[src/rtl/adc_frame_responder.sv]
// ADC-side responder: on a req level from SF, waits a conversion delay and then
// streams one frame of incrementing 8-bit sample codes, one rdy strobe per byte.
module adc_frame_responder #(
    parameter int unsigned FRAME_LEN   = 8,
    parameter int unsigned CONV_CYCLES = 4,
    parameter int unsigned GAP         = 1
) (
    input  logic       clk,
    input  logic       rst,
    input  logic       req,
    output logic       rdy,
    output logic [7:0] dat,
    output logic [7:0] len,
    output logic       busy
);

    localparam int unsigned DLY_MAX = (CONV_CYCLES > GAP) ? CONV_CYCLES : GAP;
    localparam int unsigned DLY_W   = $clog2(DLY_MAX + 1);

    typedef enum logic [2:0] {
        S_IDLE,
        S_CONV,
        S_SEND,
        S_GAP,
        S_DONE
    } state_t;

    state_t           r_state;
    state_t           w_state_nxt;
    logic [DLY_W-1:0] r_dly;
    logic [DLY_W-1:0] w_dly_nxt;
    logic [7:0]       r_byte_cnt;
    logic [7:0]       w_byte_cnt_nxt;
    logic [7:0]       r_code;
    logic [7:0]       w_code_nxt;
    logic             r_rdy;
    logic             w_rdy_nxt;
    logic [7:0]       r_dat;
    logic [7:0]       w_dat_nxt;
    logic [7:0]       r_len;
    logic [7:0]       w_len_nxt;
    logic             r_busy;
    logic             w_busy_nxt;
    logic             w_emit;
    logic             w_abort;

    // State, counters and registered outputs; reset clears everything at once
    always_ff @(posedge clk or negedge rst) begin
        if (!rst) begin
            r_state    <= S_IDLE;
            r_dly      <= '0;
            r_byte_cnt <= 8'd0;
            r_code     <= 8'd0;
            r_rdy      <= 1'b0;
            r_dat      <= 8'd0;
            r_len      <= 8'd0;
            r_busy     <= 1'b0;
        end else begin
            r_state    <= w_state_nxt;
            r_dly      <= w_dly_nxt;
            r_byte_cnt <= w_byte_cnt_nxt;
            r_code     <= w_code_nxt;
            r_rdy      <= w_rdy_nxt;
            r_dat      <= w_dat_nxt;
            r_len      <= w_len_nxt;
            r_busy     <= w_busy_nxt;
        end
    end

    // Next state and next output values; a byte is emitted on the edge entering SEND
    always_comb begin
        w_state_nxt    = r_state;
        w_dly_nxt      = r_dly;
        w_byte_cnt_nxt = r_byte_cnt;
        w_code_nxt     = r_code;
        w_rdy_nxt      = 1'b0;
        w_dat_nxt      = r_dat;
        w_len_nxt      = r_len;
        w_busy_nxt     = r_busy;
        w_emit         = 1'b0;
        w_abort        = 1'b0;

        case (r_state)
            S_IDLE: begin
                if (req) begin
                    w_state_nxt    = S_CONV;
                    w_dly_nxt      = DLY_W'(CONV_CYCLES);
                    w_byte_cnt_nxt = 8'd0;
                    w_len_nxt      = 8'(FRAME_LEN);
                    w_busy_nxt     = 1'b1;
                end
            end
            S_CONV: begin
                if (!req) begin
                    w_abort = 1'b1;
                end else if (r_dly == DLY_W'(1)) begin
                    w_emit = 1'b1;
                end else begin
                    w_dly_nxt = r_dly - DLY_W'(1);
                end
            end
            S_SEND: begin
                // The last byte always completes, even if req drops on its strobe
                if (r_byte_cnt == 8'(FRAME_LEN)) begin
                    w_state_nxt = S_DONE;
                    w_len_nxt   = 8'd0;
                    w_busy_nxt  = 1'b0;
                end else if (!req) begin
                    w_abort = 1'b1;
                end else if (GAP == 0) begin
                    w_emit = 1'b1;
                end else begin
                    w_state_nxt = S_GAP;
                    w_dly_nxt   = DLY_W'(GAP);
                end
            end
            S_GAP: begin
                if (!req) begin
                    w_abort = 1'b1;
                end else if (r_dly == DLY_W'(1)) begin
                    w_emit = 1'b1;
                end else begin
                    w_dly_nxt = r_dly - DLY_W'(1);
                end
            end
            S_DONE: begin
                if (!req) begin
                    w_state_nxt = S_IDLE;
                end
            end
            default: begin
                w_state_nxt = S_IDLE;
            end
        endcase

        if (w_abort) begin
            w_state_nxt = S_IDLE;
            w_len_nxt   = 8'd0;
            w_busy_nxt  = 1'b0;
        end

        if (w_emit) begin
            w_state_nxt    = S_SEND;
            w_rdy_nxt      = 1'b1;
            w_dat_nxt      = r_code;
            w_code_nxt     = r_code + 8'd1;
            w_byte_cnt_nxt = r_byte_cnt + 8'd1;
        end
    end

    assign rdy  = r_rdy;
    assign dat  = r_dat;
    assign len  = r_len;
    assign busy = r_busy;

endmodule

[config.mk]
export PLATFORM = sky130hd
export DESIGN_NAME = adc_frame_responder
export DESIGN_NICKNAME = d
export VERILOG_FILES = /design/src/rtl/adc_frame_responder.sv
export SDC_FILE = /design/constraint.sdc
export NUM_CORES = 1
export LEC_CHECK = 0
export BUFFER_PORTS_ARGS = -buffer_cell sky130_fd_sc_hd__buf_2
export CAP_MARGIN = 20
export CORE_UTILIZATION = 35
export DETAILED_ROUTE_END_ITERATION = 12
export SLEW_MARGIN = 20
export SYNTH_ARGS = -nofsm -noshare
export SYNTH_HDL_FRONTEND = slang
export SYNTH_SLANG_ARGS = --single-unit
[constraint.sdc]
create_clock -name clk -period 4.35 [get_ports clk]
set_clock_uncertainty 0.2 [all_clocks]
set_input_delay 0 -clock clk [delete_from_list [all_inputs] [get_ports clk]]
set_output_delay 0 -clock clk [all_outputs]
set_load 0.05 [all_outputs]
### After elaboration in Yosys (flattened, before gate mapping)

Cells that the tools add are included.

| operators by class | value |
|---|---|
| $add $sub $neg | 3 |
| eq/ne operators | 17 |
| mux-type cells | 30 |
| reductions and logical operators | 10 |

Operators by type and width:

| cell | number |
|---|---|
| $mux 8 | 6 |
| $mux 3 | 10 |
| $add 8x1->8 const B | 2 |
| $pmux 8 s2 | 1 |
| $pmux 3 s4 | 1 |
| $mux 1 | 9 |
| $pmux 3 s3 | 1 |
| $eq 8x4->1 const B | 1 |
| $ne 2x2->1 const B | 4 |
| $ne 4x4->1 const B | 2 |
| $eq 3x1->1 const B | 2 |
| $eq 3x2->1 const B | 2 |
| $ne 3x3->1 const B | 2 |
| $reduce_and 6->1 | 1 |
| $reduce_bool 3->1 | 2 |
| $ne 5x5->1 const B | 1 |
| $pmux 1 s2 | 2 |
| $reduce_and 4->1 | 1 |
| $reduce_bool 2->1 | 2 |
| $eq 3x3->1 const B | 1 |
| $logic_not 3->1 | 1 |
| $ne 3x1->1 const B | 1 |
| $reduce_and 3->1 | 1 |
| $sub 3x1->3 const B | 1 |
| other kinds (3) | 3 |

| storage, ports and cells | value |
|---|---|
| register bits | 40 |
| output and inout port bits | 18 |
| logic and storage cells | 68 |

### Logic depth before layout (Yosys ltp)

Gate-level depths: netlist (run 1).

| logic depth | value |
|---|---|
| word-level depth | 6 |
| mapped depth | 6 |
| depth with buffers taken out | 5 |

### Worst setup path before layout (run 1)

No wires, ideal clock.

| timing path | value |
|---|---|
| path type | register to register |
| start | register r_dly[1] |
| end | register r_dat[0] (netlist: dat[0]) |
| arrival | 1.446 ns |
| setup slack | 2.580 ns |
| stages on the path, launching flop included | 7 |
| period minus slack after synthesis | 1.770 ns |
| cells stage by stage | dfrtp_1 -> inv_1 -> ha_1 -> nand3b_1 -> nor2_4 -> buf_4 -> mux2_2 |

| between the ends | value |
|---|---|
| word-level cells in the longest chain between the ends | 4 |

RTL lines:

| element | line | text |
|---|---|---|
| start: declaration | 30 | `logic [DLY_W-1:0] r_dly;` |
| start signal: assignment | 60 | `r_dly <= w_dly_nxt;` |
| $eq 3x1->1 | 96, 120 |  |
| $mux 1 | 96, 120 |  |
| $mux 1 | 94 | `if (!req) begin` |
| $mux 1 | n/a |  |
| via w_emit | 44 | `logic w_emit;` |
| end signal: assignment | 64 | `r_dat <= w_dat_nxt;` |
| end: declaration | 38 | `logic [7:0] r_dat;` |

The timed path passes the listed nets, and every way through them passes these cells.
A chain may end at the register's enable or synchronous reset.

### Worst setup path after layout (run 1)

| timing path | value |
|---|---|
| start | register r_dly[1] |
| end | register r_byte_cnt[5] |

| between the ends | value |
|---|---|
| word-level cells in the longest chain between the ends | 6 |

RTL lines:

| element | line | text |
|---|---|---|
| $eq 3x1->1 (*) | 96, 120 |  |
| $mux 1 (*) | 96, 120 |  |
| $mux 1 (*) | 94 |  |
| $mux 1 (*) | n/a |  |
| $reduce_bool 2->1 (no line) | n/a |  |
| $reduce_and 2->1 (no line) | n/a |  |
| end signal: assignment | 61 | `r_byte_cnt <= w_byte_cnt_nxt;` |
| end: declaration | 32 | `logic [7:0] r_byte_cnt;` |

Every way passes the cells marked *; elsewhere a longest branch is shown, timed or not.

==> results of run 1 <==
-- routing by layer --
| metal | global-route usage | up-vias |
|---|---|---|
| li1 | - | 571 |
| met1 | 0.167 | 557 |
| met2 | 0.215 | 44 |
| met3 | 0.0527 | 4 |
| met4 | 0.0622 | 0 |
| met5 | 0 | - |
-- cell usage in the layout, fill, tap and decap left out, drive strengths merged, types with 3 or more instances in the layout --
cell	n
nor2b	3
o31ai	3
mux2i	3
dfrtp	32
conb	7
nor4	6
ha	5
inv	7
nand3b	3
nand2	11
nor2	3
o21ai	6
nand3	10
or4	4
a21oi	6
xor2	5
nand2b	3
buf	13
nand4	5
mux2	9
clkbuf	5
-- area by class of cell --
type                       count  area [um2]  area share
sequential                    32         801       0.434
clock inverter                 3        46.3      0.0251
inverter                       6        22.5      0.0122
multi-input combinational    109         758       0.411
timing repair buffer          15        85.1      0.0461
clock buffer                   5        68.8      0.0373
tap                           52        65.1      0.0352
-- worst paths after layout --
path | from | slack [ps] | end | depth (start not counted)
setup / recovery | r_dly[1] | 2350 | r_byte_cnt[5] | 5
setup reg to reg | r_dly[1] | 2350 | r_byte_cnt[5] | 5
hold / removal | rst | 100 | r_dly[0] | 2
hold reg to reg | r_code[7] | 270 | r_code[7] | 1
max in group asynchronous | rst | 3410 | dat[3] | 2
min in group clk | r_code[7] | 270 | r_code[7] | 1
-- cells by family after synthesis --
kind of cell | Yosys count | share of synthesized area
adders and majority gates | 5 | 0.0376
AOI/OAI and AO/OA | 19 | 0.0691
xor gates and xnor gates | 7 | 0.0368
buffers and inverters | 22 | 0.0774
DFF | 32 | 0.481
muxes | 12 | 0.0789
and+or+nand+nor | 59 | 0.217
other | 1 | 0.00225
-- flip-flops by register name, summed over array words and instances (netlist names) --
signal and count:
r_code 8, r_byte_cnt 8, r_dly 3, rdy 1, len 1, dat 8
r_state 3
-- through the flow --
step / hold slack [ps] / power, W / setup slack (ps) / cells / utilization
5_1_grt: 160 / 0.000967 / 2170 / 222 / 0.413
3_3_place_gp: -120 / 0.000624 / 2370 / 212 / 0.383
3_5_place_dp: -96.0 / 0.000630 / 2350 / 212 / 0.383
6_report: 96.7 / 0.000913 / 2350 / 222 / 0.413
2_1_floorplan: -496 / 0.000582 / 2580 / 163 / -
4_1_cts: 129 / 0.000926 / 2330 / 222 / 0.413
-- timing repair --
item,in CTS,in global routing
endpoints found under the hold margin,34,0
hold buffers,2,0
setup endpoints to repair,0,0
-- where the power goes --
| part | leakage (nW) | switching [W] | internal (W) | total [W] |
|---|---|---|---|---|
| logic | 0.373 | 0.000160 | 0.0000757 | 0.000235 |
| registers | 0.424 | 0.0000443 | 0.000344 | 0.000389 |
| clock network | 0.0548 | 0.000117 | 0.000172 | 0.000289 |
| total | 0.852 | 0.000321 | 0.000592 | 0.000913 |
==> summary.txt, run 1 <==
Outcome
  • Outcome: finished with violations
  • Failing checks: DRC

Final layout
  • P&R area growth vs syn: 10.9%
  • Layout cells sized above 1: 0.194
  • Nets: 177
  • Final instance area: between 1500 and 2000 um2
  • # diodes: 0
  • Fillers: around 420

STA
  • Slew @ Worst Pin: between 700 and 800 ps
  • Max Clk Rate: between 400 and 500 MHz
  • Tmin final: 2000 ps
  • Setup tns final: 0 ps
  • Max_slew headroom: 0.529
  • Max Transition Viols Final: 0
  • Hold Violations, Final: 0
  • Final setup viols: 0
  • RSZ-0062 raised after global routing: false
  • Final period utilization: 0.460

Worst setup path
  • Crit-path leading delay family: simple AND/OR/NAND/NOR gates
  • Buffer and inverter count on the worst path: 1
  • Critical Path Max Stage Delay: between 500 and 600 ps
  • Setup CP Type: reg -> reg
  • Critical-path top delay cell: or4_1
  • Critical Path End Type: flop
  • Worst-path cell chain: inv_1 > ha_1 > nand4bb_1 > or4_1 > a21oi_1
  • Startpoint Class: flop
  • Worst-path maximum fanout: 10
  • CP required: 4360 ps
  • Critical Path AT: about 2000 ps

Die
  • Row count: 24
  • Area of the die: 5040 um2
  • Core area: 4470 um2
  • Starting Density: 0.372
  • Die H: between 70 and 80 um
  • Io pins: 21
  • Die width: 71.0 um

Routing
  • DR top layer: met4
  • Met3 Routed Length: 172 um
  • Post-Route WL: roughly 3 mm
  • DR WL/cell: 13.7 um
  • Initial DRC count: 103
  • DR pass1 iterations: 8
  • Wire length on met2: between 1 and 1.5 mm
  • Via count: 1176
  • Number of nets with antenna violations after routing: 0
  • # DRC: 4
  • Via/cell ratio: ~5.3
  • M1 WL: 1.43 mm

Clock tree
  • Num Clock Sinks: 32
  • Clock latency on the worst-skew pair: ~290 ps
  • H-tree Lvls: 2
  • Root buffer cell: clkbuf_8
  • Max Root-Sink Buffers: 2
  • CTS tree: built
  • CTS clk-pin slew, worst paths: 70 ps
  • CTS buffer count: 5
  • Setup Fix Bufs, Post-CTS: 0
  • # resized after CTS: 0

Global route
  • First-pass GRT wire length: 5.23 mm
  • Initial antenna violation count: 0
  • GRT Util Overall: 0.137
  • Largest net degree at the start of global routing: 33
  • Grt ovf: 0
  • Vias in the first global route: about 1.1k

Logic synthesis
  • Most common cell in the netlist: dfrtp_1
  • Top_reg_cell synth: dfrtp_1
  • Yosys reg bits: 32
  • Post-synth cell types: 38
  • Number of flops mapped to enable cells by yosys: 0
  • Mapped Cells: 157
  • Yosys warnings: 0
  • Area contributors post-synth: dfrtp_1 (48%), mux2_2 (6.1%), buf_4 (4.1%), ha_1 (3.8%), nand3_1 (3.0%)
  • Top post-synthesis cells by count: dfrtp_1 (32), nand2_1 (11), nand3_1 (10), buf_4 (9), mux2_2 (9)
  • Mapped Area: 1670 um2
  • Post-synth top area share: 0.481
  • Sequential cell area fraction in the yosys report: 0.481
  • Async SR Flop Fraction: 1.00
  • Mapped Avg Cell Area: about 11 um2
  • Yosys top cell by area: dfrtp_1

Placed design
  • Hpwl dp: 2.22 mm
  • Placed inst area: 1710 um2
  • IO Port Bufs: 13
  • Gpl congestion: 0.801

Pwr
  • Maximum VDD drop: 0.246 mV
  • Pwr/cell area: 495 nW/um2
  • LEAKAGE: 0.852 nW

Hold path
  • Worst hold path type: in -> async

Flow run
  • Max-cap viol count: 0
Note: power is estimated with default switching activity, not from simulation.
==> run 2: changes to the inputs <==
Clock period 4.35 ns to 2 ns, I/O delays scaled along.
==> run 2 against run 1 <==
Compared with the run above: the flow still finishes with violations (DRC); fmax rose by 7.7%; sequential share of layout area fell by 1.1 points; non-clock buffer count rose by 5; utilization rose by 1.1 points; final cell count rose by 2.3%; hold slack got worse by 8.0 ps; die area did not move; count of clock-buffer cells in the layout rose by 1; setup slack got worse by 2200 ps; largest cell class unchanged; largest power group unchanged.
==> summary.txt, run 2 (synthesis results as in run 1) <==
Outcome
  • Outcome: finished with violations
  • Failing checks: DRC

Worst setup path
  • Startpoint Class: flop
  • CP Capture Point: r_code[1]
  • Worst reg2reg path endpoint: r_code[1]
  • Worst-path maximum fanout: 12
  • Critical Path AT: 1830 ps
  • CP Launch Point: r_state[2]
  • Reg2reg start: r_state[2]
  • Critical Path End Type: flop
  • Worst reg2reg path depth: 3
  • CP required: 1970 ps
  • Setup CP Type: reg -> reg
  • Flop-to-flop setup slack: roughly 140 ps

Routing
  • Via count: 1210
  • DR WL/cell: 14.4 um
  • # DRC: 4
  • Via/cell ratio: 5.33
  • DR pass1 iterations: 10
  • Number of nets with antenna violations after routing: 0
  • Initial DRC count: around 70
  • Post-Route WL: 3.27 mm

Clock tree
  • Num Clock Sinks: 32
  • H-tree Lvls: 2
  • CTS clk-pin slew, worst paths: 70 ps
  • CTS tree: built
  • Clock latency on the worst-skew pair: slightly below 300 ps
  • Setup Fix Bufs, Post-CTS: 0
  • CTS buffer count: 5
  • Max Root-Sink Buffers: 2
  • Root buffer cell: clkbuf_8

STA
  • Final setup viols: 0
  • Max Transition Viols Final: 0
  • Slew @ Worst Pin: 703 ps
  • Tmin final: between 1500 and 2000 ps
  • Max Clk Rate: around 540 MHz
  • Max_slew headroom: 0.531
  • RSZ-0062 raised after global routing: false
  • Setup tns final: 0 ps
  • Final worst setup slack: between 100 and 150 ps
  • Final period utilization: 0.929
  • Hold Violations, Final: 0

Final layout
  • # diodes: 0
  • Nets: 182
  • Most frequent cells in the layout: dfrtp_1 (32), buf_2 (13), nand2_1 (11)
  • Layout cells sized above 1: 0.234
  • Most common cell after layout, fill and taps aside: dfrtp_1
  • Fillers: 422
  • P&R area growth vs syn: 13.9%

Die
  • Starting Density: 0.372
  • Area of the die: 5040 um2
  • Row count: 24
  • Io pins: 21
  • Die H: 71.0 um
  • Die width: a little over 70 um
  • Core area: ~4500 um2

Flow run
  • Max-cap viol count: 0

Global route
  • First-pass GRT wire length: ~5.7 mm
  • Initial antenna violation count: 0
  • Grt ovf: 0
  • Largest net degree at the start of global routing: 33
  • GRT Util Overall: 0.147
  • Vias in the first global route: 1228

Placed design
  • IO Port Bufs: 13
  • Hpwl dp: 2.36 mm
  • Place WS: 81.1 ps
  • Gpl congestion: 0.848

Hold path
  • Worst hold path type: in -> async

Pwr
  • LEAKAGE: 0.874 nW
  • Maximum VDD drop: about 0.48 mV
  • Pwr/cell area: 1050 nW/um2
-- run 2: per-stage QoR --
stage / hold WS, ps / util / instances / cell area [um2] / total power [W]
after floorplan: -496 / - / 163 / 1690 / 0.00127
after global placement: -114 / 0.391 / 217 / 1750 / 0.00136
after detailed placement: -109 / 0.391 / 217 / 1750 / 0.00139
after CTS: 120 / 0.419 / 227 / 1880 / 0.00201
after global routing: 166 / 0.424 / 227 / 1900 / 0.00210
final: 88.7 / 0.424 / 227 / 1900 / 0.00199
-- run 2: worst min path at each step --
stage                     start             to  slack [ps]  cells past startpoint
after floorplan             rst         dat[0]        -500                      0
after global placement      rst         len[3]        -110                      1
after detailed placement    rst         len[3]        -110                      1
after CTS                   rst     r_state[2]         120                      2
after global routing        rst         len[3]         170                      2
final                       rst  r_byte_cnt[2]          90                      2
-- run 2: area by class of cell --
type	count	area (um2)	area share
Sequential cell	32	801	0.422
Multi-Input combinational cell	109	778	0.410
Tap cell	52	65.1	0.0343
Timing Repair Buffer	20	123	0.0646
Clock inverter	2	35.0	0.0185
Inverter	6	22.5	0.0119
Clock buffer	6	72.6	0.0383
-- run 2: per-layer routing --
metal	vias to the layer above	GRT usage	routed length, um
li1	581	-	-
met1	601	0.202	1600
met2	23	0.229	1510
met3	5	0.0470	122
met4	0	0.0333	38
met5	-	0	0
-- run 2: where the power goes --
part           switching [W]  internal, W  leakage, nW
sequential         0.0000967     0.000750        0.424
clock               0.000241     0.000369       0.0552
combinational       0.000355     0.000179        0.395
total               0.000693      0.00130        0.874
-- run 2: critical path: stages, from the launching register on --
cell and delay, ps:
dfrtp_1 490, nand2b_1 310, nor2_4 360, mux2_2 380
-- run 2: what timing repair did --
item,CTS,global route
endpoints found under the setup margin,0,5
hold buffers,2,0
resized for setup,0,4
endpoints found under the hold margin,34,0
==> run 3: changes to the inputs <==
Settings changed: CORE_UTILIZATION 35 to 40.
==> run 3 against run 2 <==
Compared with the run above: the run now ends clean; clock power about the same; via count down 0.83%; global-route usage up 2.4 points; utilization up 5.2 points; non-clock buffer count up 1; critical endpoint is now r_byte_cnt[5]; largest cell class unchanged.
==> summary.txt, run 3 (synthesis results as in run 1) <==
Worst setup path
  • Worst-path maximum fanout: 9
  • CP required: 2010 ps
  • Crit-path leading delay family: simple AND/OR/NAND/NOR gates
  • Critical-path top delay cell: dfrtp_1
  • Critical Path End Type: flop
  • Startpoint Class: flop
  • Critical Path Max Stage Delay: 390 ps
  • Worst-path cell chain: inv_1 > ha_1 > nand4bb_1 > buf_4 > or4_1 > a21oi_1
  • Levels on crit path: 6
  • Worst reg2reg path depth: 6
  • Buffer and inverter count on the worst path: 2
  • Critical Path AT: 1850 ps
  • Setup CP Type: reg -> reg

Global route
  • Initial antenna violation count: 0
  • Grt ovf: 0
  • Vias in the first global route: 1195
  • First-pass GRT wire length: 5.71 mm
  • GRT Util Overall: 0.171
  • Largest net degree at the start of global routing: 33

Placed design
  • Place WS: 105 ps
  • Inst Count DP: between 200 and 250
  • Gpl congestion: 0.832
  • IO Port Bufs: 13
  • Hpwl dp: 2.32 mm
  • Placed inst area: ~1700 um2

Final layout
  • P&R area growth vs syn: 14.4%
  • Non-filler cells, final: around 230
  • Layout cells sized above 1: 0.233
  • # diodes: 0
  • Nets: 183
  • Most frequent cells in the layout: dfrtp_1 (31), buf_2 (13), nand2_1 (11)
  • Final instance area: 1910 um2
  • Most common cell after layout, fill and taps aside: dfrtp_1

Routing
  • DR WL/cell: 14.4 um
  • # DRC: 0
  • Via/cell ratio: ~5.3
  • Via count: 1200
  • Number of nets with antenna violations after routing: 0
  • Initial DRC count: 163
  • Post-Route WL: 3.26 mm
  • DR pass1 iterations: 4

Pwr
  • Maximum VDD drop: 0.763 mV
  • LEAKAGE: 0.881 nW
  • Combinational power share: 0.267
  • Switching part of the total: 0.349
  • Sequential power share: 0.426
  • Pwr/cell area: approximately 1000 nW/um2
  • Net Switching: about 0.00069 W
  • Clk network pwr share: 0.307
  • Int Power: 0.00130 W

Die
  • Core area: 4000 um2
  • Row count: 23
  • Die width: 66.5 um
  • Area of the die: roughly 4400 um2
  • Io pins: 21
  • Starting Density: 0.416
  • Die H: approximately 67 um

STA
  • Max Clk Rate: 543 MHz
  • Final worst setup slack: 159 ps
  • Hold Violations, Final: 0
  • Setup tns final: 0 ps
  • Final setup viols: 0
  • Max Transition Viols Final: 0
  • Final period utilization: 0.920
  • Tmin final: 1840 ps
  • Slew @ Worst Pin: 720 ps
  • RSZ-0062 raised after global routing: false
  • Max_slew headroom: 0.520
  • Worst hold slack: approximately 110 ps

Clock tree
  • Num Clock Sinks: 32
  • CTS tree: built
  • Clock latency on the worst-skew pair: 280 ps
  • CTS clk-pin slew, worst paths: 70 ps
  • Root buffer cell: clkbuf_8
  • CTS buffer count: 5
  • H-tree Lvls: 2
  • Max Root-Sink Buffers: 2

Hold path
  • Worst hold path type: in -> async

Flow run
  • Max-cap viol count: 0

Outcome
  • Outcome: finished clean
[run 3: power groups by stage]
stage / Clock (W) / Sequential (W) / Combinational (W)
2_1_floorplan: 0 / 0.000986 / 0.000281
3_3_place_gp: 0 / 0.000852 / 0.000513
3_5_place_dp: 0 / 0.000857 / 0.000526
6_report: 0.000612 / 0.000848 / 0.000531
4_1_cts: 0.000624 / 0.000848 / 0.000529
5_1_grt: 0.000660 / 0.000870 / 0.000581
[run 3: cell type report]
type / count / area, um2
Fill cell: 371 / 2090
Sequential cell: 32 / 802
Multi-Input combinational cell: 109 / 764
Timing Repair Buffer: 21 / 143
Clock buffer: 5 / 68.8
Tap cell: 50 / 62.6
Clock inverter: 3 / 42.5
Inverter: 6 / 22.5
[run 3: worst reg2reg max path, stage by stage (launching register included)]
cell and delay (ps):
dfrtp_1 390, inv_1 80, ha_1 200, nand4bb_1 160
buf_4 200, or4_1 400, a21oi_1 150
[run 3: what timing repair did]
item	4_1_cts	5_1_grt
endpoints found under the hold margin	35	0
buffers inserted	0	1
setup endpoints to repair	0	11
hold buffers	2	0
resized for setup	0	2
[run 3: layer usage]
metal | global-route usage | wire length (um) | vias up
met4 | 0.0559 | 27 | 0
li1 | - | - | 592
met3 | 0.0462 | 98 | 3
met2 | 0.268 | 1490 | 20
met1 | 0.229 | 1640 | 585
met5 | 0 | 0 | -
[run 3: worst paths after layout]
path | from | slack [ps] | endpoint
min | rst | 110 | r_dly[0]
min in group clk | r_code[7] | 270 | r_code[7]
min reg2reg | r_code[7] | 270 | r_code[7]
max reg2reg | r_dly[1] | 160 | r_byte_cnt[5]
max in group asynchronous | rst | 990 | r_state[0]
max | r_dly[1] | 160 | r_byte_cnt[5]
[run 3: through the flow]
stage,utilization,total power [W]
finish,0.476,0.00199
global route,0.476,0.00211
CTS,0.470,0.00200
detailed placement,0.437,0.00138
global placement,0.437,0.00136
floorplan,-,0.00127
